===== src/rtl/leg_wbuf_pkg.sv =====
// rtl/leg_wbuf_pkg.sv - shared types for the data-side posted-write buffer
package leg_wbuf_pkg;

    // Entry widths; the top-level AW/DW parameters must match these.
    localparam int WBUF_AW = 32;
    localparam int WBUF_DW = 32;

    typedef enum logic [1:0] {
        ST_IDLE  = 2'd0,
        ST_READ  = 2'd1,
        ST_DRAIN = 2'd2
    } wbuf_state_e;

    typedef struct packed {
        logic [WBUF_AW-3:0] addr;
        logic [WBUF_DW-1:0] data;
    } wbuf_entry_t;

endpackage


===== src/rtl/write_buffer_fifo.sv =====
// rtl/write_buffer_fifo.sv - circular word-write FIFO with parallel address match
module write_buffer_fifo
    import leg_wbuf_pkg::*;
#(
    parameter int DEPTH = 8
) (
    input  logic               clk,
    input  logic               rst_n,
    input  logic               i_push,
    input  wbuf_entry_t        i_entry,
    input  logic               i_pop,
    input  logic [WBUF_AW-3:0] i_match_addr,
    output wbuf_entry_t        o_head,
    output logic               o_empty,
    output logic               o_full,
    output logic               o_hit
);

    localparam int PW = $clog2(DEPTH);

    logic [PW:0]      r_wptr;
    logic [PW:0]      r_rptr;
    wbuf_entry_t      r_mem [DEPTH];
    logic [PW:0]      w_count;
    logic [DEPTH-1:0] w_valid;

    assign w_count = r_wptr - r_rptr;
    assign o_empty = (w_count == '0);
    assign o_full  = (w_count == (PW+1)'(DEPTH));
    assign o_head  = r_mem[r_rptr[PW-1:0]];

    always_ff @(posedge clk or negedge rst_n) begin
        if (!rst_n) begin
            r_wptr <= '0;
            r_rptr <= '0;
        end else begin
            if (i_push) r_wptr <= r_wptr + (PW+1)'(1);
            if (i_pop)  r_rptr <= r_rptr + (PW+1)'(1);
        end
    end

    always_ff @(posedge clk) begin
        if (i_push) r_mem[r_wptr[PW-1:0]] <= i_entry;
    end

    // A slot is live when its distance from the read pointer is below the count.
    always_comb begin
        w_valid = '0;
        o_hit   = 1'b0;
        for (int i = 0; i < DEPTH; i++) begin
            w_valid[i] = ({1'b0, PW'(i) - r_rptr[PW-1:0]} < w_count);
            if (w_valid[i] && (r_mem[i].addr == i_match_addr)) o_hit = 1'b1;
        end
    end

endmodule


===== src/rtl/data_write_buffer.sv =====
// rtl/data_write_buffer.sv - posted-write buffer between data cache and AHB data port
module data_write_buffer
    import leg_wbuf_pkg::*;
#(
    parameter int DEPTH = 8,
    parameter int AW    = WBUF_AW,
    parameter int DW    = WBUF_DW
) (
    input  logic          HCLK,
    input  logic          HRESETn,
    input  logic          CReq,
    input  logic          CWrite,
    input  logic [AW-1:0] CAddr,
    input  logic [DW-1:0] CWData,
    output logic          CReady,
    output logic [DW-1:0] CRData,
    output logic          BReq,
    output logic          BWrite,
    output logic [AW-1:0] BAddr,
    output logic [DW-1:0] BWData,
    input  logic          BReady,
    input  logic [DW-1:0] BRData,
    output logic          Empty,
    output logic          Full
);

    wbuf_state_e r_state;
    wbuf_state_e w_next;
    wbuf_entry_t w_wr_entry;
    wbuf_entry_t w_head;
    logic        w_empty;
    logic        w_full;
    logic        w_hit;
    logic        w_rd_req;
    logic        w_wr_acc;
    logic        w_pop;
    logic        w_rd_done;

    assign w_wr_entry = '{addr: CAddr[AW-1:2], data: CWData};
    assign w_rd_req   = CReq & ~CWrite;
    assign w_wr_acc   = CReq & CWrite & ~w_full;
    assign w_pop      = (r_state == ST_DRAIN) & BReady;
    assign w_rd_done  = (r_state == ST_READ) & BReady;

    write_buffer_fifo #(
        .DEPTH(DEPTH)
    ) u_fifo (
        .clk         (HCLK),
        .rst_n       (HRESETn),
        .i_push      (w_wr_acc),
        .i_entry     (w_wr_entry),
        .i_pop       (w_pop),
        .i_match_addr(CAddr[AW-1:2]),
        .o_head      (w_head),
        .o_empty     (w_empty),
        .o_full      (w_full),
        .o_hit       (w_hit)
    );

    // Reads win over draining unless they hit a buffered word, which must reach memory first.
    always_comb begin
        w_next = r_state;
        case (r_state)
            ST_IDLE: begin
                if (w_rd_req && !w_hit) w_next = ST_READ;
                else if (!w_empty)      w_next = ST_DRAIN;
            end
            ST_READ:  if (BReady) w_next = ST_IDLE;
            ST_DRAIN: if (BReady) w_next = ST_IDLE;
            default:  w_next = ST_IDLE;
        endcase
    end

    always_ff @(posedge HCLK or negedge HRESETn) begin
        if (!HRESETn) r_state <= ST_IDLE;
        else          r_state <= w_next;
    end

    always_comb begin
        BReq   = 1'b0;
        BWrite = 1'b0;
        BAddr  = '0;
        BWData = '0;
        case (r_state)
            ST_READ: begin
                BReq  = 1'b1;
                BAddr = CAddr;
            end
            ST_DRAIN: begin
                BReq   = 1'b1;
                BWrite = 1'b1;
                BAddr  = {w_head.addr, 2'b00};
                BWData = w_head.data;
            end
            default: ;
        endcase
    end

    assign CReady = w_wr_acc | w_rd_done;
    assign CRData = w_rd_done ? BRData : '0;
    assign Empty  = w_empty;
    assign Full   = w_full;

endmodule


===== config.mk =====
export PLATFORM = sky130hd
export DESIGN_NAME = data_write_buffer
export DESIGN_NICKNAME = d
export VERILOG_FILES = /design/src/rtl/leg_wbuf_pkg.sv /design/src/rtl/write_buffer_fifo.sv /design/src/rtl/data_write_buffer.sv
export SDC_FILE = /design/constraint.sdc
export NUM_CORES = 1
export LEC_CHECK = 0
export ABC_CLOCK_PERIOD_IN_PS = 10290
export BUFFER_PORTS_ARGS = -buffer_cell sky130_fd_sc_hd__buf_2
export CAP_MARGIN = 5
export CELL_PAD_IN_SITES_DETAIL_PLACEMENT = 0
export CELL_PAD_IN_SITES_GLOBAL_PLACEMENT = 1
export CORE_ASPECT_RATIO = 1.5
export CORE_UTILIZATION = 46
export CTS_CLUSTER_DIAMETER = 40
export DETAILED_ROUTE_END_ITERATION = 8
export PLACE_DENSITY_LB_ADDON = 0.1
export SLEW_MARGIN = 10
export SYNTH_ARGS = -nofsm -noshare
export SYNTH_HDL_FRONTEND = slang
export SYNTH_HIERARCHICAL = 1
export SYNTH_SLANG_ARGS = --single-unit
export TNS_END_PERCENT = 50

===== constraint.sdc =====
create_clock -name HCLK -period 10.29 [get_ports HCLK]
set_input_delay 1.5435 -clock HCLK [delete_from_list [all_inputs] [get_ports HCLK]]
set_output_delay 1.5435 -clock HCLK [all_outputs]
set_load 0.1 [all_outputs]

==> results.py <==
metrics = {
    "timing": {
        "finalSetupViolCount": 0,
        "finalMaxSlewViolations": 0,
        "hold_violations": 0,
        "min_period_over_period": 0.559,
        "timing.final.ws_setup_ns": 4.54,
        "rsz0062_at_grt": "false",
        "tightest_slew_ns": 1.08,
        "setup-tns-final_ns": 0,
        "period_minus_slack_ns": 5.75,
        "fin_worst_skew_ns": 0.0158,
        "fmaxAchievable_mhz": 174,
        "max_slew_margin": 0.280,
    },
    "detailed_routing": {
        "viasPerCell": 5.54,
        "vias": 12800,
        "wire_per_inst_um": 25.4,
        "routed_wl_um": 58900,
        "drt_iter0_markers": 788,
        "antenna_left": 0,
        "post-route-drc-count": 0,
        "first_pass_iters": 5,
    },
    "floorplan": {
        "dieHeight_um": 278,
        "core_area_sq_um": 49900,
        "die_w_um": 186,
        "start_util": 0.468,
        "fp-row-count": 100,
        "io_pins": 202,
        "die-area_sq_um": 51700,
    },
    "global_routing": {
        "grtUsageTotal": 0.230,
        "overflow": 0,
        "first_global_vias": 13200,
        "grt_pass1_wl_um": 85500,
        "grt_max_degree": 66,
        "antenna_found_initial": 4,
    },
    "synth": {
        "synth-edff-count": 496,
        "synth_top_flop_cell": "edfxtp_1",
        "synth_fp_nets": 1538,
        "yosysWarnings": 6,
        "netlist_area_sq_um": 23300,
        "synth_top_family_by_area": "multiplexers",
        "yosys.area_share.adder": 0.00922,
        "ys_ff_latch": 506,
        "synth.mux.area_fraction": 0.120,
        "seq_area_frac_synth": 0.649,
        "synth.distinct_cells": 44,
        "syn_inst": 1421,
        "synth-compound-area-share": 0.0177,
        "post_synth.cell_area_avg_sq_um": 16.4,
        "synthSimpleGateAreaFrac": 0.0823,
        "synth_xor_area_frac": 0.0954,
        "async_reset_ff_frac": 0.0198,
    },
    "clocking": {
        "cts_tree": "yes",
        "clock_path_buffers": 3,
        "ctsResizeCount": 0,
        "clock_latency_ns": 0.58,
        "ctsHtreeMaxLevel": 2,
        "cts_root_buf": "clkbuf_16",
        "postCtsSetupRepairBufs": 0,
        "clkTransAtPathRegs_ns": 0.06,
        "clock-sinks": 506,
        "cts_hold_buf": 0,
        "cts_buffers": 55,
    },
    "layout": {
        "utilization": 0.532,
        "antenna_cells": 0,
        "layout-drive-gt1-share": 0.292,
        "nets": 1726,
        "areaGrowthSynthToFinish_pct": 13.8,
    },
    "worst_setup_path": {
        "cp_max_fo": 64,
        "cp-end-kind": "primary output",
        "reg2reg_slack_ns": 4.99,
        "required_ns": 8.75,
        "crit_type": "reg2out",
        "cp.arrival_ns": 4.21,
        "crit_path_start_kind": "register",
    },
    "placed_design": {
        "port_buffers": 201,
        "place_hpwl_um": 36000,
        "gp_congestion": 0.812,
        "place_ws_ns": 4.93,
    },
    "power": {
        "power_mw": 7.85,
        "ir_drop_mv": 0.253,
        "p_per_area_nw_per_um2": 295,
        "leakagePower_nw": 9.26,
    },
    "flow_run": {
        "maxCapViolCount": 0,
    },
    "hold_path": {
        "hp-class": "reg2reg",
    },
    "outcome": {
        "status": "finished clean",
    },
}
-- state kept, by name (all words and copies together), names as in the netlist --
signal / flops
u_fifo/r_wptr: 4
u_fifo/r_mem: 496
r_state: 2
u_fifo/r_rptr: 4
-- synth_stat cells (2+ instances only) --
| master | n | area share |
|---|---|---|
| edfxtp_1 | 496 | 0.64 |
| nand2_1 | 197 | 0.032 |
| xnor2_1 | 164 | 0.062 |
| mux4_2 | 124 | 0.12 |
| xor2_1 | 83 | 0.031 |
| nand4_1 | 54 | 0.014 |
| and2_1 | 33 | 0.0088 |
| and3_1 | 29 | 0.0078 |
| buf_2 | 29 | 0.0062 |
| clkbuf_1 | 27 | 0.0043 |
| a22o_2 | 24 | 0.010 |
| buf_6 | 21 | 0.010 |
| nor4_1 | 18 | 0.0048 |
| ha_1 | 14 | 0.0075 |
| inv_1 | 11 | 0.0018 |
| dfrtp_1 | 10 | 0.011 |
| nor3_1 | 10 | 0.0021 |
| nor2_1 | 9 | 0.0014 |
| a22o_1 | 7 | 0.0026 |
| nand3_1 | 6 | 0.0013 |
| and3_2 | 5 | 0.0016 |
| buf_1 | 5 | 0.00080 |
| xnor2_2 | 4 | 0.0028 |
| a21o_1 | 3 | 0.00096 |
| a32oi_1 | 3 | 0.0011 |
| buf_12 | 3 | 0.0026 |
| buf_4 | 3 | 0.00096 |
| nand4b_1 | 3 | 0.0011 |
| nor4_2 | 3 | 0.0016 |
| nor4_4 | 3 | 0.0027 |
| o21ai_0 | 3 | 0.00064 |
| and2_4 | 2 | 0.00075 |
| fa_1 | 2 | 0.0017 |
| inv_2 | 2 | 0.00032 |
| or2_2 | 2 | 0.00054 |
-- metrics by stage --
step                      instances  hold slack, ns  cell area [sq um]
after floorplan                1421           0.496              23300
after global placement         2215           0.513              24800
after detailed placement       2215           0.517              24800
after CTS                      2315           0.525              26600
after global routing           2315           0.558              26600
final                          2315           0.524              26600
-- kinds of logic (layout without fill, tap and decap cells) --
| family | count (synthesis) | count (layout) |
|---|---|---|
| AND/OR/NAND/NOR | 378 | 378 |
| buffers and inverters | 101 | 332 |
| multiplexers | 124 | 124 |
| XOR/XNOR | 251 | 251 |
| adder cells (fa/ha/maj) | 16 | 16 |
| AO/OA/AOI/OAI | 45 | 45 |
| flip-flops | 506 | 506 |
-- metal layers --
metal	global-route usage	share of wire	vias up	wire length, um
met1	0.279	0.39	6557	22900
li1	-	-	5803	-
met3	0.0314	0.046	94	2700
met4	0.0876	0.034	6	2010
met2	0.412	0.53	358	31300
met5	0	0.00058	-	34
-- power breakdown --
| group | switching (mW) | internal, mW | total (mW) |
|---|---|---|---|
| Sequential | 0.197 | 2.47 | 2.67 |
| Combinational | 2.27 | 0.973 | 3.25 |
| Clock | 0.812 | 1.13 | 1.94 |
| Total | 3.28 | 4.57 | 7.85 |
-- cell type report --
| class | count | area (sq um) |
|---|---|---|
| Fill cell | 4110 | 23300 |
| Multi-Input combinational cell | 814 | 7630 |
| Clock buffer | 65 | 1440 |
| Tap cell | 663 | 830 |
| Sequential cell | 506 | 15200 |
| Timing Repair Buffer | 219 | 1140 |
| Clock inverter | 35 | 347 |
| Inverter | 13 | 48.8 |
-- worst max-delay path: stages, from the launching register on --
cell,delay (ns)
dfrtp_4,1.09
inv_1,0.27
ha_1,0.35
a21oi_1,0.17
o21bai_2,0.10
xnor2_2,0.50
nor4bb_1,0.17
nor2_1,0.43
a21o_1,0.13
buf_2,0.42
-- final timing paths --
check / from / end / cells after the start
setup reg to reg: u_fifo/r_rptr[1] / u_fifo/r_mem[3][29] / 10
min in group asynchronous: HRESETn / r_state[1] / 1
hold reg to reg: u_fifo/r_wptr[3] / u_fifo/r_wptr[3] / 1
hold / removal: u_fifo/r_wptr[3] / u_fifo/r_wptr[3] / 1
setup / recovery: u_fifo/r_rptr[1] / CReady / 9
max in group asynchronous: HRESETn / u_fifo/r_rptr[1] / 1
-- placed cells by master (no fill, tap or decap), drive strengths merged, types with 3 or more instances in the layout --
master and n:
a21o 3, nand4 54, edfxtp 496, and2 35
nand4b 3, nor4 24, inv 20, dfrtp 10
nor3 10, buf 219, and3 34, xor2 83
a22o 31, mux4 124, o21ai 3, clkinv 18
bufinv 5, ha 14, clkinvlp 5, nand3 6
a32oi 3, nor2 9, xnor2 168, nand2 197
clkbuf 65
No activity file was read; power rests on OpenSTA's default activity.
